<file path="src/rtl/led_pkg.sv">
`default_nettype none
// ============================================================================
// Module      : led_pkg
// Description : Shared LED output-stage constants (channel count, PWM width,
//               default timing and the resulting PWM period length).
// Revision    : 1.0 - initial release
// ============================================================================
package led_pkg;

    localparam int c_n_leds                 = 16;
    localparam int c_pwm_bits               = 8;
    localparam int c_prescale_dflt          = 390;
    localparam int c_fade_step_periods_dflt = 2;

    // clk100m cycles per PWM period; the pattern generator and power scripts
    // use this to line up with the fade rate.
    localparam int c_pwm_period_clks = c_prescale_dflt * (1 << c_pwm_bits);

endpackage
`default_nettype wire

</file>
<file path="src/rtl/led_pwm_timebase.sv">
`default_nettype none
// ============================================================================
// Module      : led_pwm_timebase
// Description : Prescaler, PWM counter, period_start pulse and fade_step strobe.
// Revision    : 1.0 - initial release
// ============================================================================
module led_pwm_timebase
    import led_pkg::*;
#(
    parameter int PWM_BITS          = c_pwm_bits,
    parameter int PRESCALE          = c_prescale_dflt,
    parameter int FADE_STEP_PERIODS = c_fade_step_periods_dflt
) (
    input  logic                clk100m,
    input  logic                rstn,
    output logic [PWM_BITS-1:0] pwm_cnt,
    output logic                period_start,
    output logic                fade_step
);

    localparam int c_pre_w  = (PRESCALE > 1) ? $clog2(PRESCALE) : 1;
    localparam int c_fade_w = (FADE_STEP_PERIODS > 1) ? $clog2(FADE_STEP_PERIODS) : 1;
    localparam logic [c_pre_w-1:0]  c_pre_last  = c_pre_w'(PRESCALE - 1);
    localparam logic [c_fade_w-1:0] c_fade_last = c_fade_w'(FADE_STEP_PERIODS - 1);

    logic [c_pre_w-1:0]  r_prescaler;
    logic [PWM_BITS-1:0] r_pwm_cnt;
    logic [c_fade_w-1:0] r_fade_cnt;
    logic                r_period_start;
    logic                w_tick;
    logic                w_wrap;
    logic                w_fade_wrap;

    assign w_tick      = (r_prescaler == c_pre_last);
    assign w_wrap      = w_tick && (r_pwm_cnt == '1);
    assign w_fade_wrap = (r_fade_cnt == c_fade_last);

    always_ff @(posedge clk100m or negedge rstn) begin
        if (!rstn) begin
            r_prescaler    <= '0;
            r_pwm_cnt      <= '0;
            r_fade_cnt     <= '0;
            r_period_start <= 1'b0;
        end else begin
            r_prescaler    <= w_tick ? '0 : r_prescaler + 1'b1;
            if (w_tick) begin
                r_pwm_cnt <= r_pwm_cnt + 1'b1;
            end
            // High during the first cycle of the period, where pwm_cnt is 0.
            r_period_start <= w_wrap;
            if (r_period_start) begin
                r_fade_cnt <= w_fade_wrap ? '0 : r_fade_cnt + 1'b1;
            end
        end
    end

    assign pwm_cnt      = r_pwm_cnt;
    assign period_start = r_period_start;
    assign fade_step    = r_period_start && w_fade_wrap;

endmodule
`default_nettype wire

</file>
<file path="src/rtl/led_pwm_fader.sv">
`default_nettype none
// ============================================================================
// Module      : led_pwm_fader
// Description : Per-LED PWM drive with linear fading toward the requested level.
// Revision    : 1.0 - initial release
// ============================================================================
module led_pwm_fader
    import led_pkg::*;
#(
    parameter int N_LEDS            = c_n_leds,
    parameter int PWM_BITS          = c_pwm_bits,
    parameter int PRESCALE          = c_prescale_dflt,
    parameter int FADE_STEP_PERIODS = c_fade_step_periods_dflt
) (
    input  logic                clk100m,
    input  logic                rstn,
    input  logic [N_LEDS-1:0]   pattern_in,
    input  logic                pattern_valid,
    input  logic [PWM_BITS-1:0] level_max,
    input  logic                enable,
    output logic [N_LEDS-1:0]   leds_out,
    output logic                busy,
    output logic                period_start
);

    logic [PWM_BITS-1:0] w_pwm_cnt;
    logic                w_period_start;
    logic                w_fade_step;
    logic [N_LEDS-1:0]   r_target;
    logic [PWM_BITS-1:0] r_level_lat;
    logic [N_LEDS-1:0]   w_diff;
    logic [N_LEDS-1:0]   w_led_on;
    logic [N_LEDS-1:0]   r_leds;
    logic                r_busy;

    led_pwm_timebase #(
        .PWM_BITS          (PWM_BITS),
        .PRESCALE          (PRESCALE),
        .FADE_STEP_PERIODS (FADE_STEP_PERIODS)
    ) u_timebase (
        .clk100m      (clk100m),
        .rstn         (rstn),
        .pwm_cnt      (w_pwm_cnt),
        .period_start (w_period_start),
        .fade_step    (w_fade_step)
    );

    // level_lat only moves at a period boundary so a mid-period level_max
    // change cannot truncate or stretch a pulse.
    always_ff @(posedge clk100m or negedge rstn) begin
        if (!rstn) begin
            r_target    <= '0;
            r_level_lat <= '0;
            r_leds      <= '0;
            r_busy      <= 1'b0;
        end else begin
            if (pattern_valid) begin
                r_target <= pattern_in;
            end
            if (w_period_start) begin
                r_level_lat <= level_max;
            end
            r_leds <= enable ? w_led_on : '0;
            r_busy <= |w_diff;
        end
    end

    generate
        for (genvar gi = 0; gi < N_LEDS; gi++) begin : g_chan
            logic [PWM_BITS-1:0] r_level;
            logic [PWM_BITS-1:0] w_goal;

            assign w_goal = r_target[gi] ? r_level_lat : '0;

            always_ff @(posedge clk100m or negedge rstn) begin
                if (!rstn) begin
                    r_level <= '0;
                end else if (w_fade_step) begin
                    if (r_level < w_goal) begin
                        r_level <= r_level + 1'b1;
                    end else if (r_level > w_goal) begin
                        r_level <= r_level - 1'b1;
                    end
                end
            end

            assign w_diff[gi]   = (r_level != w_goal);
            assign w_led_on[gi] = (r_level > w_pwm_cnt);
        end
    endgenerate

    assign leds_out     = r_leds;
    assign busy         = r_busy;
    assign period_start = w_period_start;

endmodule
`default_nettype wire

</file>
<file path="config.mk">
export PLATFORM = sky130hd
export DESIGN_NAME = led_pwm_fader
export DESIGN_NICKNAME = d
export VERILOG_FILES = /design/src/rtl/led_pkg.sv /design/src/rtl/led_pwm_timebase.sv /design/src/rtl/led_pwm_fader.sv
export SDC_FILE = /design/constraint.sdc
export NUM_CORES = 1
export LEC_CHECK = 0
export BUFFER_PORTS_ARGS = -buffer_cell sky130_fd_sc_hd__buf_4
export CAP_MARGIN = 20
export CORE_MARGIN = 2
export CORE_UTILIZATION = 58
export DETAILED_ROUTE_END_ITERATION = 10
export MAX_ROUTING_LAYER = met4
export PLACE_DENSITY = 0.78
export RECOVER_POWER = 25
export SYNTH_ARGS = -nofsm -noshare
export SYNTH_HDL_FRONTEND = slang
export SYNTH_SLANG_ARGS = --single-unit
</file>
<file path="constraint.sdc">
create_clock -name clk100m -period 3.7 [get_ports clk100m]
set_input_delay 0 -clock clk100m [delete_from_list [all_inputs] [get_ports clk100m]]
set_output_delay 0 -clock clk100m [all_outputs]
set_load 0.01 [all_outputs]
</file>
* Word level (Yosys, flattened, before mapping)
Index checks and enable logic that the tools add are counted.
** Word-level totals
- Register bits :: 188
- Bits in latches :: 0
- Memory bits (writable) :: 0
- Memory bits (read-only) :: 0
- Output and inout port bits :: 18
- Memories :: 0
** Operators by class
- Add/subtract/negate cells :: 35
- Multiply operators :: 0
- Div/mod/pow operators :: 0
- $lt $le $gt $ge :: 48
- Equality and inequality tests :: 18
- Shifts and indexed selects :: 0
- Mux-type cells :: 51
- Bitwise gates (word level) :: 0
- Reduce and logical (&&, ||, !) cells :: 35
** Operators with widths (number)
- 8-bit two-way mux :: 48
- 8-bit greater-than comparator :: 32
- 8-bit by 1-bit adder with 8-bit output, second input constant :: 17
- 8-bit < comparator :: 16
- 8-bit inequality test :: 16
- 8-bit by 1-bit subtractor with 8-bit output, second input constant :: 16
- 2-bit AND reduction :: 16
- 2-bit nonzero test :: 16
- 16-bit two-way mux :: 1
- 16-bit OR reduction :: 1
- 9-bit by 1-bit adder with 9-bit output, second input constant :: 1
- 9-bit == test, second input constant :: 1
- 9-bit two-way mux :: 1
- 8-bit == test, second input constant :: 1
- 1-bit logical AND :: 2
- 1-bit adder, second input constant :: 1
- 1-bit two-way mux :: 1

* Logic depth before layout (Yosys ltp)
Gate-level depths: netlist (run 1).
- Depth after elaboration :: 4
- Gate-level depth with buffers :: 16

* Modules after synthesis
From an unflattened synthesis (run 1), not the netlist that was laid out.
** Second synthesis, totals
- Cells, all modules :: 1782
- Area total of the unflattened synthesis :: 17159.0 µm²
** Modules (own cells, without submodules)
- led_pwm_fader :: instances 1, cells each 1710, area each 16286.9 µm², seq. area each 4229.1 µm²
- led_pwm_timebase :: instances 1, cells each 72, area each 872.1 µm², seq. area each 475.5 µm²

* Least setup slack after synthesis (run 1)
No wires, ideal clock.
- Path kind :: register -> register
- Start point :: register r_level_lat[2]
- End point :: register g_chan[8].r_level[6]
- Arrival time :: 3.630 ns
- Path slack :: -0.055 ns
- Cell stages (with the launch flop) :: 16
- Path buffers :: 2
- Path through :: dfrtp_1 -> clkbuf_1 -> clkbuf_1 -> nand2_1 -> ha_1 -> o21ai_0 -> a21oi_1 -> nor3_1 -> o31ai_1 -> ha_1 -> a21o_1 -> a21o_1 -> a21o_1 -> a21oi_1 -> xnor2_1 -> mux2_2
** On the way
- Longest elaborated chain between the ends :: 4
- Elaborated cells between the ends (all ways) :: 6
** RTL lines
- start: declaration :: RTL line led_pwm_fader.sv:30 : logic [PWM_BITS-1:0] r_level_lat;
- start signal: assignment :: RTL line led_pwm_fader.sv:61 : r_level_lat <= level_max;
- 8-bit two-way mux (*) :: RTL line led_pwm_fader.sv:73 : assign w_goal = r_target[gi] ? r_level_lat : '0;
- 8-bit < comparator / 8-bit greater-than comparator (equally long branches) :: RTL line led_pwm_fader.sv:79, led_pwm_fader.sv:81
- 2-bit nonzero test (no source line)
- 2-bit AND reduction (no source line)
- end signal: assignment :: RTL line led_pwm_fader.sv:80 : r_level <= r_level + 1'b1;
- end signal: assignment :: RTL line led_pwm_fader.sv:82 : r_level <= r_level - 1'b1;
- end: declaration :: RTL line led_pwm_fader.sv:70 : logic [PWM_BITS-1:0] r_level;
Every way passes the cells marked *; elsewhere a longest branch is shown, timed or not.
A chain may end at the register's enable or synchronous reset.

* Worst setup path in the final report (run 1)
- Start point :: register r_level_lat[3]
- End point :: register g_chan[11].r_level[7]
** On the way
- Longest elaborated chain between the ends :: 4
- Elaborated cells between the ends (all ways) :: 6
** RTL lines (RTL line)
- 8-bit two-way mux (*) :: led_pwm_fader.sv:73
- 8-bit < comparator / 8-bit greater-than comparator (equally long branches) :: led_pwm_fader.sv:79, led_pwm_fader.sv:81
- 2-bit nonzero test (no source line)
- 2-bit AND reduction (no source line)
- end signal: assignment :: led_pwm_fader.sv:80
- end signal: assignment :: led_pwm_fader.sv:82
- end: declaration :: led_pwm_fader.sv:70
Marked as above.

==> results of run 1 <==
-- power breakdown --
| part | switching [W] | internal [W] | total, W |
|---|---|---|---|
| combinational | 0.0000686 | 0.0000545 | 0.000123 |
| sequential | 0.0000462 | 0.00207 | 0.00212 |
| clock | 0.000917 | 0.00103 | 0.00195 |
| total | 0.00103 | 0.00316 | 0.00419 |
-- worst max-delay path, cell delays in order, from the launching register on --
cell and delay (ns):
dfrtp_1 0.47, buf_4 0.25, nand2_1 0.08, ha_1 0.29, o21ai_0 0.07, a21oi_1 0.13, nor3_1 0.07, o31ai_2 0.45
buf_4 0.24, ha_1 0.28, nand3_1 0.11, o211ai_1 0.11, o41ai_1 0.32, xnor2_1 0.17, nand2_1 0.11, xnor2_1 0.17
-- per-stage QoR --
step	hold slack [ns]	cell area (um^2)	setup slack (ns)	power, W	util
CTS	0.0462	18800	0.0993	0.00422	0.654
detailed placement	0.216	17900	0.143	0.00226	0.623
global placement	0.220	17900	0.254	0.00226	0.623
finish	0.0549	18700	0.231	0.00419	0.652
floorplan	-0.296	16900	0.0811	0.00217	-
global route	0.0559	18700	0.00270	0.00432	0.652
-- flip-flops by register name (all words and copies together), names as in the netlist --
signal / cells
u_timebase.r_prescaler: 9
busy: 1
u_timebase.r_fade_cnt: 1
leds_out: 16
u_timebase.period_start: 1
r_target: 16
g_chan.r_level: 128
r_level_lat: 8
u_timebase.pwm_cnt: 8
-- area by class of cell --
type / count / area, um^2 / share of cell area
multi-input cells: 1462 / 11900 / 0.635
repair buffers: 104 / 817 / 0.0436
clock buffers: 18 / 429 / 0.0229
flip-flops and latches: 188 / 4710 / 0.251
inverters: 60 / 225 / 0.0120
clock inverters: 14 / 178 / 0.00949
well taps: 384 / 480 / 0.0257
-- synthesized netlist by cell type (all sizes together), types with 9 or more instances --
cell	n
and2	21
nor3	34
nand3	52
inv	60
xor2	37
clkbuf	32
nand2	175
nand4	49
ha	355
mux2	101
a31oi	10
o211ai	11
a21oi	134
xnor2	99
fa	16
a21o	93
o211a	16
and3	12
nor2b	19
nor2	82
nand2b	24
o21bai	9
dfrtp	188
o21ai	63
-- routing by layer --
layer | track usage | wire, um | up-vias
li1 | - | - | 6530
met1 | 0.358 | 17900 | 6488
met2 | 0.474 | 19900 | 368
met3 | 0.0389 | 2200 | 95
met4 | 0.102 | 1180 | 0
met5 | - | 0 | -
-- logic make-up (layout without fill, tap and decap cells) --
logic type / Yosys count / count (layout) / share of synthesized area
fa+ha+maj: 371 / 371 / 0.282
mux: 104 / 104 / 0.0690
compound gates: 366 / 366 / 0.142
buf+inv: 99 / 196 / 0.0221
flops: 188 / 188 / 0.278
simple gates: 485 / 485 / 0.137
xor+xnor: 136 / 136 / 0.0705
-- cells in the final DEF (no fill, tap or decap), types with 16 or more instances in the layout --
cell           instances
and2_1                21
dfrtp_1              185
nand2_1              174
nand2b_1              24
o21ai_0               59
a21o_1                93
nor2_1                81
buf_4                 57
clkbuf_1              18
nor2b_1               19
mux2_2               101
xnor2_1               99
fa_1                  16
clkbuf_16             17
nand4_1               49
o211a_1               16
nand3_1               52
inv_1                 60
nor3_1                34
a21oi_1              127
xor2_1                37
ha_1                 355
dlygate4sd3_1         26
-- repair_timing --
| action | in CTS | in global routing |
|---|---|---|
| endpoints found under the setup margin | 0 | 12 |
| resized for setup | 0 | 9 |
| setup buffers | 0 | 0 |
| hold buffers | 26 | 0 |
| hold endpoints to repair | 152 | 0 |
-- worst min-delay path by stage --
stage / from / endpoint / slack (ns) / depth (start not counted)
final: pattern_valid / r_target[0] / 0.05 / 2
after global routing: pattern_valid / r_target[1] / 0.06 / 2
after CTS: pattern_valid / r_target[0] / 0.05 / 2
after detailed placement: rstn / u_timebase.r_prescaler[6] / 0.22 / 1
after global placement: rstn / g_chan[4].r_level[3] / 0.22 / 1
after floorplan: rstn / busy / -0.30 / 0
==> run metrics, run 1 <==
status complete, but fails checks; failing checks max-capacitance violations, max-slew violations; vias in the first global route 13600; Worst setup EP type flip-flop; Pwr Density around 220 nW/um^2; CTS tree built; r2r endpoint g_chan[11].r_level[7]; # diodes 0; Top Ports 46; synthesized area 16900 um^2; Inst Count DP 2172; Peak supply drop 0.303 mV; DRC viols 0; Die Span X roughly 170 um; row count 62; total track usage 0.286; Routed Antenna Nets 0; CP Launch Type flip-flop; Worst-Margin Slew about 3.1 ns; Required @ worst endpoint around 4 ns; RD Place Congestion 0.883; Starting Density 0.589; CP Launch Point r_level_lat[3]; Synth area leader dfrtp_1; min-delay worst type input pin to flip-flop; Leak around 9.7 nW; Post-Syn Nets approximately 2100; nets 2232; worst r2r path cells 15; synthesis-to-layout area growth 10.7%; Buffers on Ports 45; Slew headroom -1.05; count of cell types in the netlist 49; initial antenna violation count 0; max cap viols 1; layout cells sized above 1 0.123; Syn Area/Cell 9.67 um^2; setup TNS 0 ns; DP HPWL 29.3 mm; H-tree levels 4; DR iter-0 viols 791; routed vias/inst slightly above 6; Seq/Total Area, Yosys 0.278; core area 28700 um^2; later-pin clock latency in the skew report 0.46 ns; Max FO, Critical Path 8; Worst Setup EP g_chan[11].r_level[7]; fillers 2259; post-synthesis cell count between 1500 and 2000; total length of routed wires 41.2 mm; fin cells approximately 2200; die area 30500 um^2; Worst-path clk slew 0.08 ns; FFs w/ async S/R, synth 1.00; DR vias approximately 13000; Pins Over Slew Limit 117; synth warn 0; top cell type's share of synthesized area 0.278; Reg2Reg Setup Slack 0.23 ns; Arrival @ worst endpoint 3.81 ns; reg2reg start r_level_lat[3]; RSZ-0062 raised after global routing false; height of the chip 175 um; final number of hold-violating endpoints 0; period utilization 0.938; drt wl/cell 18.5 um; clock root cell clkbuf_16; clock sink total 188; Crit Path Class flip-flop to flip-flop; CTS Buffer Depth 2; pin count of the biggest net entering global routing ~120; largest cells by area after synthesis dfrtp_1 (28%), ha_1 (26%), mux2_2 (6.7%), xnor2_1 (5.1%), a21o_1 (4.1%); total grt overflow 0; first-pass GRT wire length slightly below 70 mm; Num CTS Buffers 17; Max Fclk between 200 and 300 MHz; minimum clock period 3.47 ns; Worst Skew between 0.01 and 0.015 ns; Finish-stage setup viols 0; prevailing post-synth register cell dfrtp_1; EDFF count, synth 0; DRT Pass-1 Iters 5; Synth Register Bits 188
Note: power is estimated with default switching activity, not from simulation.
==> run 2, diff against run 1 <==
SLEW_MARGIN = 25   (was default)
SYNTH_HIERARCHICAL = 1   (was default)
==> run metrics, run 2 <==
Synth Register Bits 188; Top reg by flops g_chan.r_level; period utilization 0.954; core area just under 30000 um^2; count of cell types in the netlist 56; Finish-stage setup viols 0; Leak 9.77 nW; Arrival @ worst endpoint 3.91 ns; post-route worst setup slack 0.172 ns; drt wl/cell 18.9 um; synthesized area 17200 um^2; Max Fclk roughly 280 MHz; most common cell after layout, fill and taps aside ha_1; Pins Over Slew Limit 45; initial antenna violation count 0; CP Launch Point r_level_lat[6]; DR iter-0 viols 841; FFs w/ async S/R, synth 1.00; later-pin clock latency in the skew report 0.47 ns; failing checks max-capacitance violations, max-slew violations; Die Span X 176 um; Pwr Density 220 nW/um^2; total grt overflow 0; CP Launch Type flip-flop; Crit Path Class flip-flop to flip-flop; final number of hold-violating endpoints 0; Inst Count DP 2192; Routed Antenna Nets 0; synth warn 6; DRC viols 0; clock sink total 188; worst r2r path cells 14; fin area 19000 um^2; DP HPWL between 30 and 40 mm; CTS Buffer Depth 2; total track usage 0.292; Reg2Reg Setup Slack 0.17 ns; Slew headroom -0.934; Num CTS Buffers 17; most frequent cells in the layout ha_1 (354), dfrtp_1 (182), nand2_1 (175); RSZ-0062 raised after global routing false; first-pass GRT wire length 70.1 mm; routed vias/inst 6.17; Worst-Margin Slew around 2.9 ns; synthesis-to-layout area growth 10.5%; Peak supply drop 0.313 mV; layout cells sized above 1 0.137; height of the chip 176 um; Post-Syn Nets 2181; most common cell in the synthesized netlist ha_1; Reg area ~4700 um^2; Worst setup EP type flip-flop; r2r endpoint g_chan[15].r_level[7]; Required @ worst endpoint 4.09 ns; multi-input logic area 12100 um^2; Buffers on Ports 45; pin count of the biggest net entering global routing between 100 and 150; Starting Density 0.593; DRT Pass-1 Iters 5; prevailing post-synth register cell dfrtp_1; Max FO, Critical Path 16; max cap viols 1; Area after DPL roughly 18000 um^2; reg2reg start r_level_lat[6]; RD Place Congestion 0.900; status complete, but fails checks; post-synthesis cell count 1782; EDFF count, synth 0; fillers 2266; Worst-path clk slew 0.08 ns; Post-Place Worst Slack 0.0828 ns; min-delay worst type input pin to flip-flop; CTS tree built; Seq/Total Area, Yosys 0.274; Worst Setup EP g_chan[15].r_level[7]; minimum clock period 3.53 ns; Synth area leader dfrtp_1; setup TNS 0 ns; Syn Area/Cell 9.63 um^2; total length of routed wires 42.5 mm; largest cells by area after synthesis dfrtp_1 (27%), ha_1 (26%), mux2_2 (6.7%), xnor2_1 (5.2%), a21oi_1 (3.9%); fin cells 2252; H-tree levels 4; die area between 30000 and 40000 um^2; # diodes 0; top cells by count, synth ha_1 (355), dfrtp_1 (188), nand2_1 (179); DR vias around 14000; max reg flops between 100 and 150; Top Ports 46; Worst Skew 0.0163 ns; clock root cell clkbuf_16; nets 2255; row count 62; vias in the first global route 14100; top cell type's share of synthesized area 0.274
[run 2: cell types whose count changed after synthesis, sizes merged, moves of 10 or more]
cell and change:
nor3 -14, o41a +10, o211ai +20, nand4 +12
nand2 +13, xor2 -11, a21o -27
[run 2: repair_timing]
item,in CTS,in global routing
hold buffers,26,0
hold endpoints to repair,147,0
cloned,0,0
buffers inserted,0,2
resized for setup,2,18
endpoints found under the setup margin,1,19
[run 2: power by group]
group | switching, W | internal (W)
combinational | 0.0000682 | 0.0000563
sequential | 0.0000494 | 0.00207
clock | 0.000914 | 0.00101
total | 0.00103 | 0.00314
[run 2: cells by family (layout without fill, tap and decap cells)]
family / Yosys count / after routing / share of synthesized area
buffers and inverters: 111 / 197 / 0.0257
multiplexers: 103 / 103 / 0.0678
AND/OR/NAND/NOR: 496 / 496 / 0.142
adder cells (fa/ha/maj): 371 / 371 / 0.278
AO/OA/AOI/OAI: 385 / 385 / 0.148
flip-flops: 188 / 188 / 0.274
XOR/XNOR: 128 / 128 / 0.0653
[run 2: layout make-up]
type	instances	share of cell area
multi-input combinational	1483	0.636
clock buffer	17	0.0224
clock inverter	14	0.00831
inverter	66	0.0131
sequential	188	0.248
tap	384	0.0253
timing repair buffer	100	0.0464
[run 2: metal layers]
metal | share of wire | track usage | wire length [um]
met1 | 0.44 | 0.359 | 18600
met2 | 0.49 | 0.493 | 20700
met3 | 0.044 | 0.0394 | 1880
met4 | 0.032 | 0.110 | 1360
met5 | 0 | - | 0
[run 2: how the worst min path moves through the flow]
stage                             start              endpoint  slack (ns)  depth (start not counted)
after floorplan                    rstn                  busy       -0.30                          0
after global placement             rstn  g_chan[1].r_level[5]        0.21                          1
after detailed placement           rstn  g_chan[1].r_level[5]        0.21                          1
after CTS                 pattern_valid           r_target[2]        0.06                          2
after global routing      pattern_valid           r_target[6]        0.06                          2
final                     pattern_valid           r_target[2]        0.07                          2
[run 2: critical path, stage by stage (launching register included)]
cell and delay, ns:
dfrtp_1 0.40, buf_12 0.21, nand2_1 0.08, ha_1 0.32, a21oi_1 0.15, nand2_1 0.07
a21oi_1 0.28, nand2_1 0.29, ha_1 0.36, a21oi_1 0.18, o211ai_1 0.15, o41a_1 0.38
and3_1 0.21, o211ai_1 0.21, xnor2_1 0.14
[run 2: stage by stage]
step / total power [W] / hold WS [ns] / util
2_1_floorplan: 0.00217 / -0.296 / -
5_1_grt: 0.00429 / 0.0630 / 0.656
3_3_place_gp: 0.00226 / 0.206 / 0.623
4_1_cts: 0.00419 / 0.0588 / 0.653
3_5_place_dp: 0.00226 / 0.210 / 0.623
6_report: 0.00417 / 0.0750 / 0.656
==> run 3, diff against run 2 <==
CORE_UTILIZATION = 35   (was 58)
PLACE_DENSITY = default   (was 0.78)
==> run metrics, run 3 (synthesis results as in run 2) <==
die area between 50000 and 60000 um^2; layout cells sized above 1 0.139; sequential share of power 0.506; fin cells 2497; Reg2Reg Setup Slack around 0.21 ns; clock root cell clkbuf_16; Leak 9.78 nW; CTS tree built; Peak supply drop 0.347 mV; H-tree levels 4; Die Span X 225 um; fillers 4776; CTS Buffer Depth 2; Starting Density 0.353; vias in the first global route 13700; Worst-path clk slew ~0.08 ns; Max FO, Critical Path 7; routed vias/inst 5.43; later-pin clock latency in the skew report 0.47 ns; failing checks max-capacitance violations, max-slew violations; postcts setup bufs 0; CP Launch Type flip-flop; Arrival @ worst endpoint 3.89 ns; Pins Over Slew Limit 90; most common cell after layout, fill and taps aside ha_1; fin area 19300 um^2; min-delay worst type input pin to flip-flop; Crit Path Class flip-flop to flip-flop; Reg area 4710 um^2; core area 48600 um^2; status complete, but fails checks; nets approximately 2300; Buffers on Ports 45; Top Ports 46; DRT Pass-1 Iters 8; Hold Path Depth 2; Required @ worst endpoint 4.10 ns; total track usage 0.185; DR vias 13600; RD Place Congestion 0.860; Worst setup EP type flip-flop; Hold Path Sink r_target[4]; height of the chip roughly 230 um; # diodes 0; synthesis-to-layout area growth 12.3%; Worst Skew 0.0120 ns; max cap viols 1; minimum clock period 3.49 ns; Worst-Margin Slew 2.55 ns; first-pass GRT wire length 71.2 mm; DR iter-0 viols 714; most frequent cells in the layout ha_1 (355), dfrtp_1 (185), nand2_1 (175); final number of hold-violating endpoints 0; Finish-stage setup viols 0; total grt overflow 0; Post-Place Worst Slack about 0.11 ns; DRC viols 0; Slew headroom -0.702; Routed Antenna Nets 0; setup TNS 0 ns; post-route worst setup slack 0.210 ns; DP HPWL 31.9 mm; Num CTS Buffers 17; Max Fclk between 200 and 300 MHz; RSZ-0062 raised after global routing false; sw frac 0.250; multi-input logic area 12100 um^2; Pint roughly 0.0031 W; reg2reg start r_level_lat[3]; clock sink total 188; post-layout util 0.396; Inst Count DP 2439; Comb pwr share 0.031; Clock power frac 0.463; period utilization 0.943; row count 81; Top reg by flops g_chan.r_level; r2r endpoint g_chan[5].r_level[7]; Psw 0.00105 W; max reg flops 128; worst r2r path cells 14; pin count of the biggest net entering global routing 91; total length of routed wires 44.0 mm; hold wc startpoint pattern_valid; drt wl/cell around 18 um; Area after DPL 18400 um^2; initial antenna violation count 1; Pwr Density ~220 nW/um^2
[run 3: cell types whose count changed in the layout (fill, tap and decap cells not counted), moves of 2 or more]
cell / delta
buf_4: +11
clkinvlp_4: +2
dfrtp_2: -3
dfrtp_1: +3
inv_8: -2
nor2_1: -2
nor2_2: +2
buf_12: -3
[run 3: metrics by stage]
step	power [W]	hold slack (ns)
2_1_floorplan	0.00217	-0.296
3_3_place_gp	0.00227	0.132
6_report	0.00418	0.0496
5_1_grt	0.00434	0.0366
3_5_place_dp	0.00227	0.132
4_1_cts	0.00424	0.0451
[run 3: final cells by class]
cell class | count | share of cell area
clock buffers | 17 | 0.0221
clock inverters | 15 | 0.00844
inverters | 66 | 0.0129
multi-input cells | 1483 | 0.627
flip-flops and latches | 188 | 0.244
well taps | 622 | 0.0404
repair buffers | 106 | 0.0452
[run 3: repair_timing]
| action | CTS | global route |
|---|---|---|
| setup endpoints to repair | 0 | 24 |
| hold endpoints to repair | 125 | 0 |
| hold buffers | 26 | 0 |
| gates resized for setup | 0 | 18 |
[run 3: power by group through the flow]
| stage | registers (W) | logic [W] | clock network (W) |
|---|---|---|---|
| 2_1_floorplan | 0.00211 | 0.0000587 | 0 |
| 3_3_place_gp | 0.00215 | 0.000113 | 0 |
| 3_5_place_dp | 0.00215 | 0.000115 | 0 |
| 4_1_cts | 0.00211 | 0.000138 | 0.00199 |
| 5_1_grt | 0.00212 | 0.000147 | 0.00208 |
| 6_report | 0.00211 | 0.000131 | 0.00193 |
[run 3: worst max path at each step]
stage / cells past startpoint / to / startpoint / slack, ns
after global placement: 15 / g_chan[12].r_level[7] / r_level_lat[1] / 0.19
after floorplan: 15 / g_chan[6].r_level[6] / r_level_lat[2] / 0.21
final: 14 / g_chan[5].r_level[7] / r_level_lat[3] / 0.21
after detailed placement: 15 / g_chan[10].r_level[7] / r_level_lat[1] / 0.11
after CTS: 14 / g_chan[5].r_level[7] / r_level_lat[3] / 0.09
after global routing: 14 / g_chan[5].r_level[7] / r_level_lat[3] / 0.004
[run 3: per-layer routing]
| layer | vias to the layer above | GRT usage | share of wire |
|---|---|---|---|
| met5 | - | - | 0 |
| met4 | 0 | 0.0681 | 0.033 |
| met3 | 91 | 0.0304 | 0.042 |
| met2 | 252 | 0.302 | 0.47 |
| met1 | 6538 | 0.229 | 0.46 |
| li1 | 6678 | - | - |
[run 3: worst max-delay path, cell delays in order (launching register included)]
cell	delay [ns]
dfrtp_2	0.45
buf_4	0.16
nand2_1	0.05
ha_1	0.32
and4b_1	0.21
a211oi_2	0.24
o21a_1	0.19
inv_1	0.17
ha_1	0.32
a21oi_1	0.20
o211ai_1	0.16
o41ai_1	0.36
mux2_2	0.38
nand2_1	0.08
xnor2_1	0.12
